File: src/rtl/if_stage.sv
// Instruction-fetch stage: owns the fetch PC, issues req/gnt/rvalid word fetches,
// buffers returned instructions with their PCs and squashes wrong-path fetches on redirect.
//   state | meaning
//   RUN   | no discarded fetches pending
//   DRAIN | discard > 0, responses of pre-redirect fetches are being dropped
module if_stage #(
  parameter logic [31:0] RESET_PC  = 32'h0000_0000,
  parameter int          BUF_DEPTH = 2,
  parameter logic [31:0] NOP_INST  = 32'h0000_0013
) (
  input  logic        clk,
  input  logic        rst,
  input  logic        ex_jump_en_i,
  input  logic [31:0] ex_jump_addr_i,
  input  logic        id_ready_i,
  output logic        if_valid_o,
  output logic [31:0] if_pc_o,
  output logic [31:0] if_inst_o,
  output logic        imem_req_o,
  output logic [31:0] imem_addr_o,
  input  logic        imem_gnt_i,
  input  logic        imem_rvalid_i,
  input  logic [31:0] imem_rdata_i
);

  localparam int PW = $clog2(BUF_DEPTH);
  localparam int CW = PW + 1;

  typedef enum logic {RUN, DRAIN} state_t;

  state_t          state_q, state_d;
  logic            drain;

  logic [31:0]     fetch_pc_q, fetch_pc_d;
  logic [31:0]     tag_q [BUF_DEPTH];
  logic [31:0]     tag_d [BUF_DEPTH];
  logic [PW-1:0]   tag_wr_q, tag_wr_d, tag_rd_q, tag_rd_d;
  logic [CW-1:0]   out_cnt_q, out_cnt_d;
  logic [CW-1:0]   discard_q, discard_d;

  logic [31:0]     buf_pc_q   [BUF_DEPTH];
  logic [31:0]     buf_pc_d   [BUF_DEPTH];
  logic [31:0]     buf_inst_q [BUF_DEPTH];
  logic [31:0]     buf_inst_d [BUF_DEPTH];
  logic [PW-1:0]   buf_wr_q, buf_wr_d, buf_rd_q, buf_rd_d;
  logic [CW-1:0]   buf_cnt_q, buf_cnt_d;

  logic [CW-1:0]   occ;
  logic            gnt_fire, rsp_fire, buf_push, buf_pop;
  logic [31:0]     jump_tgt;

  assign occ         = out_cnt_q + buf_cnt_q;
  assign imem_req_o  = !rst && (occ < CW'(BUF_DEPTH));
  assign imem_addr_o = fetch_pc_q;
  assign jump_tgt    = ex_jump_addr_i & ~32'h3;

  assign if_valid_o  = (buf_cnt_q != '0);
  assign if_pc_o     = if_valid_o ? buf_pc_q[buf_rd_q]   : RESET_PC;
  assign if_inst_o   = if_valid_o ? buf_inst_q[buf_rd_q] : NOP_INST;

  // A response with nothing outstanding is a stray (e.g. from before reset) and is ignored.
  assign gnt_fire = imem_req_o && imem_gnt_i;
  assign rsp_fire = imem_rvalid_i && (out_cnt_q != '0);
  assign buf_push = rsp_fire && !drain && !ex_jump_en_i;
  assign buf_pop  = if_valid_o && id_ready_i && !ex_jump_en_i;

  always_ff @(posedge clk or posedge rst) begin
    if (rst) state_q <= RUN;
    else     state_q <= state_d;
  end

  always_comb begin
    state_d = state_q;
    case (state_q)
      RUN:     if (ex_jump_en_i && out_cnt_d != '0) state_d = DRAIN;
      DRAIN: begin
        if (ex_jump_en_i)                                state_d = (out_cnt_d != '0) ? DRAIN : RUN;
        else if (rsp_fire && discard_q == CW'(1))        state_d = RUN;
      end
      default: state_d = RUN;
    endcase
  end

  always_comb begin
    drain = (state_q == DRAIN);
  end

  always_comb begin
    fetch_pc_d = fetch_pc_q;
    tag_d      = tag_q;
    tag_wr_d   = tag_wr_q;
    tag_rd_d   = tag_rd_q;
    discard_d  = discard_q;
    buf_pc_d   = buf_pc_q;
    buf_inst_d = buf_inst_q;
    buf_wr_d   = buf_wr_q;
    buf_rd_d   = buf_rd_q;
    buf_cnt_d  = buf_cnt_q;

    // The tag queue tracks every issued fetch regardless of redirects so tags stay in order.
    if (gnt_fire) begin
      tag_d[tag_wr_q] = fetch_pc_q;
      tag_wr_d        = tag_wr_q + PW'(1);
    end
    if (rsp_fire) tag_rd_d = tag_rd_q + PW'(1);
    out_cnt_d = out_cnt_q + CW'(gnt_fire) - CW'(rsp_fire);

    if (ex_jump_en_i) begin
      fetch_pc_d = jump_tgt;
      buf_wr_d   = '0;
      buf_rd_d   = '0;
      buf_cnt_d  = '0;
      discard_d  = out_cnt_d;
    end else begin
      if (gnt_fire)          fetch_pc_d = fetch_pc_q + 32'd4;
      if (rsp_fire && drain) discard_d  = discard_q - CW'(1);
      if (buf_push) begin
        buf_pc_d[buf_wr_q]   = tag_q[tag_rd_q];
        buf_inst_d[buf_wr_q] = imem_rdata_i;
        buf_wr_d             = buf_wr_q + PW'(1);
      end
      if (buf_pop) buf_rd_d = buf_rd_q + PW'(1);
      buf_cnt_d = buf_cnt_q + CW'(buf_push) - CW'(buf_pop);
    end
  end

  always_ff @(posedge clk or posedge rst) begin
    if (rst) begin
      fetch_pc_q <= RESET_PC;
      tag_wr_q   <= '0;
      tag_rd_q   <= '0;
      out_cnt_q  <= '0;
      discard_q  <= '0;
      buf_wr_q   <= '0;
      buf_rd_q   <= '0;
      buf_cnt_q  <= '0;
      for (int i = 0; i < BUF_DEPTH; i++) begin
        tag_q[i]      <= '0;
        buf_pc_q[i]   <= '0;
        buf_inst_q[i] <= '0;
      end
    end else begin
      fetch_pc_q <= fetch_pc_d;
      tag_q      <= tag_d;
      tag_wr_q   <= tag_wr_d;
      tag_rd_q   <= tag_rd_d;
      out_cnt_q  <= out_cnt_d;
      discard_q  <= discard_d;
      buf_pc_q   <= buf_pc_d;
      buf_inst_q <= buf_inst_d;
      buf_wr_q   <= buf_wr_d;
      buf_rd_q   <= buf_rd_d;
      buf_cnt_q  <= buf_cnt_d;
    end
  end

`ifndef SYNTHESIS
  always_ff @(posedge clk) begin
    if (!rst) begin
      assert (drain == (discard_q != '0));
      assert (occ <= CW'(BUF_DEPTH));
      assert (discard_q <= out_cnt_q);
    end
  end
`endif

endmodule

File: config.mk
export PLATFORM = sky130hd
export DESIGN_NAME = if_stage
export DESIGN_NICKNAME = d
export VERILOG_FILES = /design/src/rtl/if_stage.sv
export SDC_FILE = /design/constraint.sdc
export NUM_CORES = 1
export LEC_CHECK = 0
export CORE_MARGIN = 2
export CORE_UTILIZATION = 58
export CTS_CLUSTER_SIZE = 28
export DETAILED_ROUTE_END_ITERATION = 8
export PLACE_DENSITY = 0.86
export SLEW_MARGIN = 20
export SYNTH_ARGS = -nofsm -noshare
export SYNTH_HDL_FRONTEND = slang
export SYNTH_SLANG_ARGS = --single-unit
File: constraint.sdc
create_clock -name clk -period 19.8 [get_ports clk]
set_input_delay 3.96 -clock clk [delete_from_list [all_inputs] [get_ports clk]]
set_output_delay 3.96 -clock clk [all_outputs]
set_load 0.01 [all_outputs]
==> results of run 1 <==
==> synthesized netlist by cell type, types with 7 or more instances <==
cell type,instances
xnor2_1,18
nand2_1,78
nand3_1,15
nor2_1,102
xor2_1,15
o21ai_0,58
a2111oi_0,7
mux2i_1,94
dfrtp_1,225
clkbuf_1,45
a21oi_1,33
mux2_2,125
buf_1,8
inv_1,9
nand4_1,11
==> cell usage in the layout (no fill, tap or decap), types with 5 or more instances in the layout <==
cell	netlist	final
nor4_1	6	6
buf_4	4	9
a2111oi_0	7	7
ha_1	6	6
nor2_1	102	99
mux2i_1	94	94
xnor2_1	18	18
nand4_1	11	11
nand3_1	15	14
mux2_2	125	125
clkinv_2	0	7
nand2_1	78	78
xor2_1	15	15
clkbuf_16	0	25
dfrtp_1	225	224
clkdlybuf4s50_1	0	160
o21ai_0	58	58
a21oi_1	33	33
and4_1	5	5
inv_1	9	8
==> per-stage QoR <==
stage,area [µm²],setup WS (ns)
2_1_floorplan,10300,9.68
3_3_place_gp,12000,10.66
3_5_place_dp,12000,10.65
4_1_cts,12800,10.64
5_1_grt,12900,10.59
6_report,12900,10.65
==> how the worst max path moves through the flow <==
stage / start / end / slack (ns) / cells past startpoint
floorplan: rst / buf_cnt_q[0]$_DFF_PP0_ / 9.68 / 1
global placement: rst / imem_req_o / 10.66 / 3
detailed placement: rst / imem_req_o / 10.65 / 3
CTS: rst / imem_req_o / 10.64 / 3
global route: rst / imem_req_o / 10.59 / 3
finish: rst / imem_req_o / 10.65 / 3
==> per-layer routing <==
metal	track usage	vias to the layer above	share of wire
met2	0.410	258	0.48
li1	-	3409	-
met4	0.0704	0	0.016
met3	0.0407	36	0.064
met5	0	-	0
met1	0.340	3579	0.44
==> cell families (layout without fill, tap and decap cells) <==
group,after synthesis,count (layout)
fa+ha+maj,6,6
compound gates,107,107
simple gates,238,238
buf+inv,72,224
xor+xnor,33,33
mux,219,219
other cells,1,4
flops,225,225
==> power by group through the flow <==
stage	logic [µW]	clock network [µW]	registers, µW
5_1_grt	593	464	796
3_5_place_dp	523	0	784
6_report	538	439	773
4_1_cts	533	446	779
3_3_place_gp	502	0	769
2_1_floorplan	382	0	735
==> registers in the layout, summed over array words and instances, names as in the netlist <==
signal / cells
buf_rd_q: 1
buf_cnt_q: 2
buf_wr_q: 1
imem_addr_o: 30
drain: 1
buf_inst_q: 64
buf_pc_q: 60
discard_q: 2
tag_rd_q: 1
tag_q: 60
out_cnt_q: 2
tag_wr_q: 1
==> final cells by class <==
cell class                      count  share of cell area
Tap cell                          225              0.0219
Clock buffer                       31              0.0520
Inverter                           10             0.00350
Clock inverter                     11             0.00866
Multi-Input combinational cell    607               0.341
Sequential cell                   225               0.438
Timing Repair Buffer              172               0.135
==> worst min-delay path: stages, from the launching register on <==
cell	delay, ns
dfrtp_1	0.34
nand2_1	0.05
o21ai_0	0.06
==> flow_metrics.tcl, run 1 <==
set metrics [dict create \
    synth_top_area_frac 0.548 \
    drt_iter0_drc 461 \
    cts_resized 0 \
    maxCapViolCount 0 \
    power.leakage_uw 0.00546 \
    synthDistinctLibCells 38 \
    cts_inserted_buffers 24 \
    skew_ns 0.0102 \
    p_seq_frac 0.442 \
    dpl.cell_count 1237 \
    internal_power_uw 1200 \
    grt_max_degree 149 \
    cp_common_cell "clkdlybuf4s50_1" \
    period_share 0.462 \
    switching_power_uw 549 \
    rrSetupSlack_ns 16.78 \
    peakVddDrop_mv 0.0696 \
    min_from "buf_pc_q[28]$_DFFE_PP0P_" \
    wire_per_inst_um 17.9 \
    ff2ff_path_depth 10 \
    synthSimpleGateAreaFrac 0.101 \
    combinationalPowerShare 0.307 \
    synth-edff-count 0 \
    antenna_found_initial 0 \
    whs_ns 0.477 \
    cp.required_ns 15.84 \
    stdcell_count 1281 \
    slew_viol_final 0 \
    die_area_mm2 0.0188 \
    path_delay_family "buffers and inverters" \
    clkTransAtPathRegs_ns 0.06 \
    synthFlopType "dfrtp_1" \
    finalPower_uw 1750 \
    fmax_mhz 109 \
    worstSetupPathType "input pin to output pin" \
    die_h_um 137 \
    holdBufCountCts 0 \
    slowest_stage "clkdlybuf4s50_1" \
    antenna_cells 0 \
    clock-root-buffer "clkbuf_16" \
    period_minus_slack_ns 9.15 \
    synthMuxAreaShare 0.229 \
    critPathMaxStageDelay_ns 0.54 \
    synth_compound_area_frac 0.0579 \
    cts.sinks 225 \
    final_util 0.743 \
    p_sw_frac 0.314 \
    setup.worst_path.end_class "output pin" \
    synth_seq_cells 225 \
    synth_area_mm2 0.0103 \
    areaGrowthSynthToFinish_pct 25.2 \
    multi_input_area_mm2 0.00439 \
    syn_area_per_cell_um2 11.4 \
    fillers 1172 \
    cts_tree "done" \
    synthXorXnorAreaFrac 0.0282 \
    hold_viol 0 \
    power_density_mw_per_mm2 136 \
    synth_top_area_cell "dfrtp_1" \
    slew_headroom 0.363 \
    cts-htree-levels 1 \
    nets 1116 \
    drcViolationCount 0 \
    vias 7282 \
    viasPerCell 5.68 \
    setup_viol 0 \
    cts_setup_buffers 0 \
    grt_pass1_vias 7336 \
    cp_num_buf_inv 2 \
    ys_top_cells_by_area "dfrtp_1 (55%), mux2_2 (14%), mux2i_1 (9.2%)" \
    detail_route.first_pass.iterations 4 \
    cts_buffer_depth 3 \
    grt_use_total 0.248 \
    grt_first_pass_wirelength_mm 36.9 \
    worstMarginPinSlew_ns 0.955 \
    place_congestion 0.829 \
    synth_seq_area_share 0.548 \
    seqCellArea_mm2 0.00563 \
    hpwlAfterDp_mm 14.0 \
    arrival_ns 5.19 \
    rsz0062_at_grt "false" \
    synth_async_sr_flop_share 1.00 \
    setup_tns_ns 0 \
    die_w_um 137 \
    initial_core_util 0.594 \
    syn_inst 901 \
    worstSkewPairLatency_ns 0.50 \
    core_area_mm2 0.0173 \
    min_to "buf_pc_q[28]$_DFFE_PP0P_" \
    hold_class "flip-flop to flip-flop" \
    wirelength_mm 22.9 \
    clkPwrFrac 0.251 \
    path_cells "clkdlybuf4s50_1, nor2_1, clkdlybuf4s50_1" \
    fp-row-count 48 \
    status "finished, final reports clean" \
    synth_warnings 0 \
    synth_top_family_by_area "multiplexers" \
    grt-ovfl-total 0 \
    reg2reg_from "buf_cnt_q[1]$_DFF_PP0_" \
    antenna_left 0 \
    drive_gt1_frac 0.172 \
    io_buffers 161 \
    critPathMaxFanout 4 \
    io_pins 168 \
    cp-start-kind "input pin" \
    synthAdderAreaFrac 0.00731 \
    min_path_cells 2 \
    worstReg2RegEnd "drain$_DFF_PP0_" \
]
Note: power is estimated with default switching activity, not from simulation.
==> inputs of run 2 (changes only) <==
--- a/config.mk
+++ b/config.mk
@@ -6,10 +6,10 @@
 export NUM_CORES = 1
 export LEC_CHECK = 0
 export CORE_MARGIN = 2
-export CORE_UTILIZATION = 58
+export CORE_UTILIZATION = 54
 export CTS_CLUSTER_SIZE = 28
 export DETAILED_ROUTE_END_ITERATION = 8
-export PLACE_DENSITY = 0.86
+export PLACE_DENSITY = 0.81
 export SLEW_MARGIN = 20
 export SYNTH_ARGS = -nofsm -noshare
 export SYNTH_HDL_FRONTEND = slang
==> constraint.sdc (replaced) <==
create_clock -name clk -period 8.7 [get_ports clk]
set_input_delay 1.74 -clock clk [delete_from_list [all_inputs] [get_ports clk]]
set_output_delay 1.74 -clock clk [all_outputs]
set_load 0.01 [all_outputs]
==> run 2 against run 1 <==
Effect of this change:
- via count down 1.3%
- core utilization down 5.7 points
- clock power up 120%
- sequential share of layout area up 0.090 points
- power up 130%
==> flow_metrics.tcl, run 2 (synthesis results as in run 1) <==
set metrics [dict create \
    io_pins 168 \
    combinationalPowerShare 0.307 \
    maxCapViolCount 0 \
    grt_first_pass_wirelength_mm 36.9 \
    min_path_cells 2 \
    initial_core_util 0.549 \
    worstSkewPairLatency_ns 0.52 \
    wirelength_mm 22.4 \
    die_h_um 142 \
    setup_tns_ns 0 \
    setup_viol 0 \
    cts_tree "done" \
    fmax_mhz 212 \
    grt_pass1_vias 7346 \
    cts-htree-levels 1 \
    peakVddDrop_mv 0.173 \
    internal_power_uw 2720 \
    slew_viol_final 0 \
    setup.worst_path.end_class "output pin" \
    core_area_mm2 0.0187 \
    grt-ovfl-total 0 \
    io_buffers 161 \
    wire_per_inst_um 17.4 \
    grt_max_degree 149 \
    largest_reg_flops 64 \
    areaGrowthSynthToFinish_pct 25.0 \
    rsz0062_at_grt "false" \
    hold_viol 0 \
    drcViolationCount 0 \
    rrSetupSlack_ns 5.85 \
    fillers 1390 \
    die_w_um 142 \
    cts_setup_buffers 0 \
    hpwlAfterDp_mm 14.2 \
    cp.required_ns 6.96 \
    status "finished, final reports clean" \
    antenna_found_initial 0 \
    hold_class "flip-flop to flip-flop" \
    critPathMaxFanout 4 \
    viasPerCell 5.57 \
    vias 7184 \
    antenna_left 0 \
    worstReg2RegEnd "drain$_DFF_PP0_" \
    worstMarginPinSlew_ns 1.03 \
    largestRegisters "buf_inst_q x64, buf_pc_q x60, tag_q x60" \
    cts_inserted_buffers 23 \
    slew_headroom 0.314 \
    die_area_mm2 0.0201 \
    mostFrequentLayoutCells "dfrtp_1 (224), clkdlybuf4s50_1 (160), mux2_2 (125), nor2_1 (99), mux2i_1 (94)" \
    skew_ns 0.0151 \
    cts_resized 0 \
    clock-root-buffer "clkbuf_16" \
    cts_buffer_depth 3 \
    reg2reg_from "buf_cnt_q[1]$_DFF_PP0_" \
    grt_use_total 0.227 \
    arrival_ns 2.97 \
    final_common_cell "dfrtp_1" \
    p_sw_frac 0.311 \
    detail_route.first_pass.iterations 4 \
    cp-start-kind "input pin" \
    worstSetupPathType "input pin to output pin" \
    nets 1115 \
    whs_ns 0.478 \
    cts.sinks 225 \
    drive_gt1_frac 0.173 \
    fp-row-count 50 \
    period_minus_slack_ns 4.71 \
    power_density_mw_per_mm2 307 \
    ff2ff_path_depth 10 \
    regMostFlops "buf_inst_q" \
    period_share 0.542 \
    p_seq_frac 0.442 \
    clkTransAtPathRegs_ns 0.06 \
    min_to "buf_pc_q[6]$_DFFE_PP0P_" \
    holdBufCountCts 0 \
    clkPwrFrac 0.250 \
    antenna_cells 0 \
    min_from "buf_pc_q[6]$_DFFE_PP0P_" \
    place_congestion 0.810 \
    switching_power_uw 1220 \
    power.leakage_uw 0.00545 \
    drt_iter0_drc 374 \
]
==> run 2: layout make-up <==
type	instances	area [µm²]	area share
flip-flops and latches	225	5630	0.439
multi-input cells	607	4390	0.342
repair buffers	172	1710	0.133
inverters	10	45.0	0.00351
well taps	234	293	0.0228
clock buffers	31	656	0.0511
clock inverters	10	106	0.00829
==> run 2: worst max path at each step <==
stage	from	endpoint	cells past startpoint
floorplan	rst	buf_cnt_q[0]$_DFF_PP0_	1
global placement	rst	imem_req_o	3
detailed placement	rst	imem_req_o	3
CTS	rst	imem_req_o	3
global route	rst	imem_req_o	3
finish	rst	imem_req_o	3
==> run 2: power groups by stage <==
| stage | clock network, µW | registers, µW | logic [µW] |
|---|---|---|---|
| floorplan | 0 | 1670 | 870 |
| global placement | 0 | 1730 | 1170 |
| detailed placement | 0 | 1760 | 1210 |
| CTS | 1010 | 1740 | 1220 |
| global route | 1050 | 1800 | 1340 |
| finish | 986 | 1740 | 1210 |
==> run 2: worst max-delay path, cell delays in order <==
cell and delay [ns]:
clkdlybuf4s50_1 0.54, nor2_1 0.15, clkdlybuf4s50_1 0.54
==> run 2: per-stage QoR <==
step | util | cells | setup WS (ns) | power (µW) | area (µm²)
CTS | 0.684 | 1288 | 3.98 | 3970 | 12800
detailed placement | 0.644 | 1247 | 3.99 | 2970 | 12000
global route | 0.686 | 1289 | 3.95 | 4190 | 12800
floorplan | - | 904 | 0.797 | 2540 | 10300
global placement | 0.644 | 1247 | 4.00 | 2900 | 12000
finish | 0.686 | 1289 | 3.99 | 3940 | 12800
==> run 2: layer usage <==
metal	vias to the layer above	global-route usage	part of all wire
met5	-	0	0
met4	0	0.0579	0.019
met3	37	0.0273	0.047
met2	190	0.390	0.48
met1	3553	0.310	0.45
li1	3404	-	-
==> inputs of run 3 (changes only) <==
--- a/config.mk
+++ b/config.mk
@@ -6,10 +6,10 @@
 export NUM_CORES = 1
 export LEC_CHECK = 0
 export CORE_MARGIN = 2
-export CORE_UTILIZATION = 54
+export CORE_UTILIZATION = 49
 export CTS_CLUSTER_SIZE = 28
 export DETAILED_ROUTE_END_ITERATION = 8
-export PLACE_DENSITY = 0.81
+export PLACE_DENSITY = 0.77
 export SLEW_MARGIN = 20
 export SYNTH_ARGS = -nofsm -noshare
 export SYNTH_HDL_FRONTEND = slang
==> constraint.sdc (replaced) <==
create_clock -name clk -period 4.2 [get_ports clk]
set_input_delay 0.84 -clock clk [delete_from_list [all_inputs] [get_ports clk]]
set_output_delay 0.84 -clock clk [all_outputs]
set_load 0.01 [all_outputs]
==> run 3 against run 2 <==
Effect of this change:
- clock skew fell by 0.0023 ns
- combinational power up 110%
- first-iteration DRC count shrank 6.1%
- global-route usage fell by 2.4 points
- sequential share of layout area is 0.85 points lower
- critical endpoint unchanged
- highest routed layer unchanged
==> flow_metrics.tcl, run 3 (synthesis results as in run 1) <==
set metrics [dict create \
    peakVddDrop_mv 0.327 \
    reg2reg_from "buf_cnt_q[1]$_DFF_PP0_" \
    hpwlAfterDp_mm 14.6 \
    rrSetupSlack_ns 1.69 \
    maxCapViolCount 0 \
    die_area_mm2 0.0221 \
    grt-ovfl-total 0 \
    cts_tree "done" \
    die_h_um 149 \
    die_w_um 149 \
    drive_gt1_frac 0.177 \
    rsz0062_at_grt "false" \
    vias 7185 \
    hold_viol 0 \
    fmax_mhz 290 \
    initial_core_util 0.503 \
    clock-root-buffer "clkbuf_16" \
    cp.required_ns 3.36 \
    place_congestion 0.797 \
    antenna_cells 0 \
    nets 1121 \
    areaGrowthSynthToFinish_pct 27.4 \
    setup.worst_path.end_class "output pin" \
    mostFrequentLayoutCells "dfrtp_1 (224), clkdlybuf4s50_1 (160), mux2_2 (125), nor2_1 (99), mux2i_1 (94)" \
    cp-start-kind "flip-flop" \
    cts_inserted_buffers 25 \
    grt_use_total 0.203 \
    largestRegisters "buf_inst_q x64, buf_pc_q x60, tag_q x60" \
    grt_pass1_vias 7050 \
    worstSkewPairLatency_ns 0.51 \
    period_share 0.820 \
    critPathMaxFanout 10 \
    setup_tns_ns 0 \
    drcViolationCount 0 \
    cts_setup_buffers 0 \
    power.leakage_uw 0.00554 \
    drt_iter0_drc 351 \
    io_buffers 161 \
    antenna_left 0 \
    worstMarginPinSlew_ns 0.978 \
    io_pins 168 \
    fillers 1615 \
    min_to "buf_pc_q[17]$_DFFE_PP0P_" \
    holdBufCountCts 0 \
    antenna_found_initial 0 \
    cts-htree-levels 1 \
    period_minus_slack_ns 3.45 \
    skew_ns 0.0128 \
    regMostFlops "buf_inst_q" \
    wire_per_inst_um 16.7 \
    min_path_cells 2 \
    grt_max_degree 93 \
    worstSetupPathType "flip-flop to output pin" \
    wirelength_mm 22.2 \
    slew_headroom 0.342 \
    setup_viol 0 \
    hold_class "flip-flop to flip-flop" \
    cts_buffer_depth 3 \
    ff2ff_path_depth 5 \
    core_area_mm2 0.0204 \
    detail_route.first_pass.iterations 4 \
    largest_reg_flops 64 \
    power_density_mw_per_mm2 645 \
    clkTransAtPathRegs_ns 0.06 \
    arrival_ns 2.61 \
    viasPerCell 5.39 \
    cts_resized 0 \
    slew_viol_final 0 \
    whs_ns 0.479 \
    worstReg2RegEnd "imem_addr_o[26]$_DFFE_PP0N_" \
    final_common_cell "dfrtp_1" \
    fp-row-count 52 \
    status "finished, final reports clean" \
    min_from "buf_pc_q[17]$_DFFE_PP0P_" \
    cts.sinks 225 \
    grt_first_pass_wirelength_mm 36.2 \
]
## run 3: routing by layer
metal / global-route usage / vias up / part of all wire / wire [µm]
li1: - / 3432 / - / -
met1: 0.282 / 3533 / 0.45 / 10000
met2: 0.333 / 183 / 0.47 / 10500
met3: 0.0352 / 37 / 0.056 / 1240
met4: 0.0538 / 0 / 0.019 / 423
met5: 0 / - / 0 / 0
## run 3: area by class of cell
class	instances	area (µm²)	share of cell area
multi-input combinational	607	4390	0.335
clock inverter	10	175	0.0134
timing repair buffer	176	1790	0.137
clock buffer	35	713	0.0545
inverter	10	41.3	0.00316
sequential	225	5630	0.431
tap	270	338	0.0258
## run 3: power breakdown
| part | total, µW | switching (µW) | internal (µW) |
|---|---|---|---|
| Sequential | 3620 | 556 | 3070 |
| Clock | 2330 | 843 | 1480 |
| Combinational | 2490 | 1140 | 1350 |
## run 3: worst max-delay path by stage
stage,startpoint,end,slack [ns],depth (start not counted)
5_1_grt,buf_cnt_q[1]$_DFF_PP0_,imem_req_o,0.62,4
2_1_floorplan,rst,buf_cnt_q[0]$_DFF_PP0_,0.42,1
6_report,buf_cnt_q[1]$_DFF_PP0_,imem_req_o,0.75,4
4_1_cts,buf_cnt_q[1]$_DFF_PP0_,imem_req_o,0.74,4
3_5_place_dp,rst,imem_addr_o[18]$_DFFE_PP0N_,0.97,7
3_3_place_gp,rst,imem_addr_o[18]$_DFFE_PP0N_,0.99,7
## run 3: critical path, stage by stage (launching register included)
cell and delay (ns):
dfrtp_1 0.45, xnor2_1 0.35, xor2_1 0.69, nor2_1 0.09
clkdlybuf4s50_1 0.51
## run 3: stage by stage
step | setup WS (ns) | total power [µW] | util | std cells | instance area, µm²
after floorplan | 0.422 | 5270 | - | 904 | 10300
after global placement | 0.989 | 6040 | 0.597 | 1288 | 12200
after detailed placement | 0.969 | 6170 | 0.597 | 1288 | 12200
after CTS | 0.740 | 8540 | 0.640 | 1333 | 13100
after global routing | 0.622 | 8990 | 0.640 | 1333 | 13100
final | 0.755 | 8440 | 0.640 | 1333 | 13100
